## config.mk

```make
export PLATFORM = sky130hd
export DESIGN_NAME = dds_sweep_ctrl
export DESIGN_NICKNAME = d
export VERILOG_FILES = /design/src/rtl/dds_sweep_ctrl.sv
export SDC_FILE = /design/constraint.sdc
export NUM_CORES = 1
export LEC_CHECK = 0
export ABC_AREA = 1
export CAP_MARGIN = 15
export CORE_ASPECT_RATIO = 0.5
export CORE_MARGIN = 4
export CORE_UTILIZATION = 53
export CTS_BUF_LIST = sky130_fd_sc_hd__clkbuf_16
export DETAILED_ROUTE_END_ITERATION = 10
export DONT_BUFFER_PORTS = 1
export GPL_TIMING_DRIVEN = 0
export PLACE_DENSITY = 0.68
export SYNTH_ARGS = -nofsm -noshare
export SYNTH_HDL_FRONTEND = slang
export SYNTH_SLANG_ARGS = --single-unit
```

## constraint.sdc

```tcl
create_clock -name clk_i -period 8.3 [get_ports clk_i]
set_input_delay 2.075 -clock clk_i [delete_from_list [all_inputs] [get_ports clk_i]]
set_output_delay 2.075 -clock clk_i [all_outputs]
set_load 0.02 [all_outputs]
```

## src/rtl/dds_sweep_ctrl.sv

```systemverilog
// Linear frequency-sweep sequencer that drives the phase increment of the dds block.
// Define DDS_SWEEP_PINGPONG_EN to make each sweep run up to STOP and then back down to START.
module dds_sweep_ctrl #(
    parameter int PHASE_WIDTH = 16,
    parameter int DWELL_WIDTH = 16
) (
    input  logic                   clk_i,
    input  logic                   arstn_i,
    input  logic                   cfg_valid_i,
    output logic                   cfg_ready_o,
    input  logic [PHASE_WIDTH-1:0] cfg_start_i,
    input  logic [PHASE_WIDTH-1:0] cfg_stop_i,
    input  logic [PHASE_WIDTH-1:0] cfg_step_i,
    input  logic [DWELL_WIDTH-1:0] cfg_dwell_i,
    input  logic                   cfg_repeat_i,
    input  logic                   start_i,
    input  logic                   abort_i,
    output logic [PHASE_WIDTH-1:0] phase_inc_o,
    output logic                   busy_o,
    output logic                   done_o,
    output logic                   wrap_o
);

    typedef enum logic {S_IDLE, S_SWEEP} state_t;

    state_t                 r_state, w_state_next;
    logic [PHASE_WIDTH-1:0] r_start, r_stop, r_step, r_phase, w_phase_next;
    logic [DWELL_WIDTH-1:0] r_dwell, r_cnt, w_cnt_next;
    logic                   r_repeat, r_done, r_wrap, w_done_next, w_wrap_next;
    logic                   w_hs, w_end;
    logic [PHASE_WIDTH-1:0] w_start_sel;
    logic [DWELL_WIDTH-1:0] w_dwell_sel, w_load_new, w_load_cur;
    logic [PHASE_WIDTH:0]   w_up;

    assign w_hs        = cfg_valid_i && (r_state == S_IDLE);
    // A config arriving together with start_i must take effect for that sweep.
    assign w_start_sel = w_hs ? cfg_start_i : r_start;
    assign w_dwell_sel = w_hs ? cfg_dwell_i : r_dwell;
    // The counter holds the number of cycles remaining after the current one.
    assign w_load_new  = (w_dwell_sel == '0) ? '0 : w_dwell_sel - 1'b1;
    assign w_load_cur  = (r_dwell == '0) ? '0 : r_dwell - 1'b1;
    assign w_up        = {1'b0, r_phase} + {1'b0, r_step};

`ifdef DDS_SWEEP_PINGPONG_EN
    logic                 r_dir_down, w_dir_down_next;
    logic [PHASE_WIDTH:0] w_dn;
    logic                 w_dn_ok, w_pp_ok;

    assign w_dn    = {1'b0, r_phase} - {1'b0, r_step};
    assign w_dn_ok = !w_dn[PHASE_WIDTH] && (w_dn[PHASE_WIDTH-1:0] >= r_start);
    assign w_pp_ok = (r_start <= r_stop) && (r_step != '0);

    always_ff @(posedge clk_i or negedge arstn_i) begin
        if (!arstn_i) r_dir_down <= 1'b0;
        else          r_dir_down <= w_dir_down_next;
    end
`endif

    always_ff @(posedge clk_i or negedge arstn_i) begin
        if (!arstn_i) begin
            r_start  <= '0;
            r_stop   <= '0;
            r_step   <= '0;
            r_dwell  <= '0;
            r_repeat <= 1'b0;
        end else if (w_hs) begin
            r_start  <= cfg_start_i;
            r_stop   <= cfg_stop_i;
            r_step   <= cfg_step_i;
            r_dwell  <= cfg_dwell_i;
            r_repeat <= cfg_repeat_i;
        end
    end

    always_ff @(posedge clk_i or negedge arstn_i) begin
        if (!arstn_i) begin
            r_state <= S_IDLE;
            r_phase <= '0;
            r_cnt   <= '0;
            r_done  <= 1'b0;
            r_wrap  <= 1'b0;
        end else begin
            r_state <= w_state_next;
            r_phase <= w_phase_next;
            r_cnt   <= w_cnt_next;
            r_done  <= w_done_next;
            r_wrap  <= w_wrap_next;
        end
    end

    always_comb begin
        w_state_next = r_state;
        w_phase_next = r_phase;
        w_cnt_next   = r_cnt;
        w_done_next  = 1'b0;
        w_wrap_next  = 1'b0;
        w_end        = 1'b0;
`ifdef DDS_SWEEP_PINGPONG_EN
        w_dir_down_next = r_dir_down;
`endif
        if (abort_i) begin
            w_state_next = S_IDLE;
            w_phase_next = '0;
            w_cnt_next   = '0;
`ifdef DDS_SWEEP_PINGPONG_EN
            w_dir_down_next = 1'b0;
`endif
        end else begin
            case (r_state)
                S_IDLE: begin
                    if (start_i) begin
                        w_state_next = S_SWEEP;
                        w_phase_next = w_start_sel;
                        w_cnt_next   = w_load_new;
`ifdef DDS_SWEEP_PINGPONG_EN
                        w_dir_down_next = 1'b0;
`endif
                    end
                end
                S_SWEEP: begin
                    if (r_cnt != '0) begin
                        w_cnt_next = r_cnt - 1'b1;
                    end else begin
                        w_cnt_next = w_load_cur;
`ifdef DDS_SWEEP_PINGPONG_EN
                        if (r_dir_down) begin
                            if (w_dn_ok) w_phase_next = w_dn[PHASE_WIDTH-1:0];
                            else         w_end = 1'b1;
                        end else if (w_up <= {1'b0, r_stop}) begin
                            w_phase_next = w_up[PHASE_WIDTH-1:0];
                        end else if (w_pp_ok && w_dn_ok) begin
                            w_dir_down_next = 1'b1;
                            w_phase_next    = w_dn[PHASE_WIDTH-1:0];
                        end else begin
                            w_end = 1'b1;
                        end
`else
                        if (w_up <= {1'b0, r_stop}) w_phase_next = w_up[PHASE_WIDTH-1:0];
                        else                        w_end = 1'b1;
`endif
                        if (w_end) begin
`ifdef DDS_SWEEP_PINGPONG_EN
                            w_dir_down_next = 1'b0;
`endif
                            if (r_repeat) begin
                                w_phase_next = r_start;
                                w_wrap_next  = 1'b1;
                            end else begin
                                w_state_next = S_IDLE;
                                w_phase_next = '0;
                                w_cnt_next   = '0;
                                w_done_next  = 1'b1;
                            end
                        end
                    end
                end
                default: w_state_next = S_IDLE;
            endcase
        end
    end

    assign phase_inc_o = r_phase;
    assign busy_o      = (r_state == S_SWEEP);
    assign cfg_ready_o = (r_state == S_IDLE);
    assign done_o      = r_done;
    assign wrap_o      = r_wrap;

endmodule

```

==> impl_metrics.json <==
{
  "path_class": "flop to flop",
  "worst_pin_slew_ns": 0.828,
  "grt_remaining_overflow": 0,
  "setup_viol": 0,
  "core_um2": 12800,
  "timing.final.crit_share": 0.519,
  "yosys_warnings": 0,
  "crit_fanout": 10,
  "post-synth-top-count-cell": "nand2_1",
  "finalCriticalPeriod_ns": 4.31,
  "ys_types": 48,
  "via_per_inst": 5.57,
  "die_y_um": 89.1,
  "critPathLaunchType": "flop",
  "insertion_delay_ns": 0.35,
  "slew_headroom": 0.443,
  "drt_wl_total_um": 18300,
  "post-place-ws_ns": 3.98,
  "cts_tree": "done",
  "end_kind": "flop",
  "nets": 1050,
  "syn-num-nets": 1039,
  "nFillCells": 1239,
  "routedWlPerCell_um": 16.4,
  "die_x_um": 170,
  "syn-instance-count": 930,
  "io_buffers": 0,
  "n_antenna_cell": 0,
  "synth_top_area_share": 0.359,
  "max_freq_mhz": 232,
  "hpwlAfterDp_um": 14500,
  "cts.sink_count": 100,
  "ys_ff_latch": 100,
  "drv_cap": 0,
  "cp_cell_sequence": "ha_1 > inv_1 > fa_1 > nand3b_1 > nand2_1 > nand2_1 > nand2_1 > inv_1 > o21bai_2 > xor2_1 > ha_1 > nand2_1 > nor2_1 > a211oi_1 > nor2_1 > nor2_1 > nand3_1 > nand3_1 > buf_2 > nand3_1 > nand2_1 > nand3_1 > o21ai_0",
  "finalHoldViolCount": 0,
  "syn_avg_cell_area_um2": 7.50,
  "fin_util": 0.585,
  "drive_above_1_share": 0.0825,
  "cts_hold_repair.buffers": 0,
  "async_reset_ff_frac": 1.00,
  "grt_pass1_vias": 6052,
  "drc": 0,
  "run_status": "finished, final reports clean",
  "pin_count": 90,
  "cts_root_buf": "clkbuf_16",
  "placementRows": 29,
  "power_density_nw_per_um2": 245,
  "clock_skew_ns": 0.0114,
  "p_leak_nw": 3.64,
  "cts_setup_buffers": 0,
  "synth_common_cells": "nand2_1, nand3_1, dfrtp_1",
  "grt_max_degree": 101,
  "cp_common_cell": "nand2_1",
  "slowest_stage": "dfrtp_1",
  "fin_setup_tns_ns": 0,
  "holdCritPathClass": "flop to flop",
  "cp_data_required_time_ns": 8.56,
  "rsz0062_at_grt": "no",
  "drt_pre_antenna_iters": 5,
  "synth_top_area_cell": "dfrtp_1",
  "syn_area_um2": 6980,
  "numCtsBuffers": 9,
  "peakVddDrop_v": 0.000110,
  "synth_edf_count": 0,
  "finalWeightedCongestion": 0.985,
  "hold_ws_ns": 0.496,
  "clkTransAtPathRegs_ns": 0.07,
  "vias": 6221,
  "crit_family": "simple AND/OR/NAND/NOR gates",
  "initial_core_util": 0.546,
  "crit_path_max_incr_delay_ns": 0.50,
  "cp.arrival_ns": 4.56,
  "total_power_mw": 1.83,
  "drtIter0Drc": 420,
  "drv_slew": 0,
  "syn2layout_area_growth_pct": 6.99,
  "synth_seq_area_share": 0.359,
  "grtUsageTotal": 0.247,
  "postCtsResizedCells": 0,
  "antenna_found_initial": 0,
  "synth_top_cells_by_area": "dfrtp_1, nand2_1, nand3_1",
  "clockBufferDepth": 2,
  "grt_pass1_wl_um": 29900,
  "synthFlopType": "dfrtp_1",
  "postRouteAntennaNets": 0,
  "timing.critical_path.buf_inv": 3,
  "h-tree-depth": 3,
  "setup_ws_ns": 3.99,
  "die_area_um2": 15200
}
[placed cells by master (no fill, tap or decap), types with 33 or more instances in the layout]
| cell | count |
|---|---|
| o21ai_0 | 33 |
| dfrtp_1 | 100 |
| ha_1 | 38 |
| inv_1 | 100 |
| nand2_1 | 205 |
| a21oi_1 | 51 |
| nand3_1 | 115 |
| nor2_1 | 76 |
| xor2_1 | 35 |
[cell type report]
| cell class | instances | area [µm²] | share of cell area |
|---|---|---|---|
| Multi-Input combinational cell | 689 | 3910 | 0.524 |
| Sequential cell | 100 | 2500 | 0.335 |
| Inverter | 108 | 410 | 0.0550 |
| Clock buffer | 9 | 225 | 0.0302 |
| Tap cell | 170 | 213 | 0.0285 |
| Buffer | 33 | 156 | 0.0209 |
| Clock inverter | 7 | 50.0 | 0.00670 |
[cell families (layout without fill, tap and decap cells)]
logic type / Yosys count / after routing / synth area share
AND/OR/NAND/NOR: 457 / 457 / 0.295
AO/OA/AOI/OAI: 133 / 133 / 0.113
adder cells (fa/ha/maj): 39 / 39 / 0.0710
multiplexers: 16 / 16 / 0.0258
buffers and inverters: 141 / 157 / 0.0812
XOR/XNOR: 44 / 44 / 0.0552
flip-flops: 100 / 100 / 0.359
[sequential cells by signal, indices dropped and copies added, names as in the netlist]
register     flops
phase_inc_o     16
r_cnt           16
r_dwell         16
r_start         16
r_step          16
r_stop          16
busy_o           1
done_o           1
r_repeat         1
wrap_o           1
[through the flow]
stage / std cells / instance area (µm²)
floorplan: 930 / 6980
global placement: 1100 / 7190
detailed placement: 1100 / 7190
CTS: 1116 / 7470
global route: 1116 / 7470
finish: 1116 / 7470
[report_power, final]
group          internal (mW)  switching, mW  total (mW)
logic                  0.279          0.516       0.795
clock network          0.206          0.199       0.405
registers              0.555         0.0762       0.631
total                   1.04          0.792        1.83
[layer usage]
| metal | up-vias | GRT usage | part of all wire |
|---|---|---|---|
| met2 | 157 | 0.421 | 0.47 |
| met1 | 2945 | 0.339 | 0.47 |
| met4 | 0 | 0.0449 | 0.0088 |
| met3 | 16 | 0.0415 | 0.056 |
| met5 | - | 0 | 0 |
| li1 | 3103 | - | - |
[path summary, 6_finish.rpt]
check / start / end / slack (ns) / depth (start not counted)
max: phase_inc_o[0] / r_cnt[5] / 3.99 / 23
min: r_start[5] / r_start[5] / 0.50 / 2
max reg2reg: phase_inc_o[0] / r_cnt[5] / 3.99 / 23
min reg2reg: r_start[5] / r_start[5] / 0.50 / 2
max in group asynchronous: arstn_i / r_cnt[12] / 6.73 / 0
min in group asynchronous: arstn_i / r_stop[14] / 1.41 / 0
[worst register-to-register path, cell delays in order, from the launching register on]
cell	delay (ns)
dfrtp_1	0.50
ha_1	0.19
inv_1	0.07
fa_1	0.40
nand3b_1	0.18
nand2_1	0.14
nand2_1	0.07
nand2_1	0.14
inv_1	0.07
o21bai_2	0.22
xor2_1	0.29
ha_1	0.32
nand2_1	0.10
nor2_1	0.05
a211oi_1	0.24
nor2_1	0.09
nor2_1	0.12
nand3_1	0.09
nand3_1	0.28
buf_2	0.29
nand3_1	0.10
nand2_1	0.07
nand3_1	0.08
o21ai_0	0.11
(Power assumes the default switching activity.)
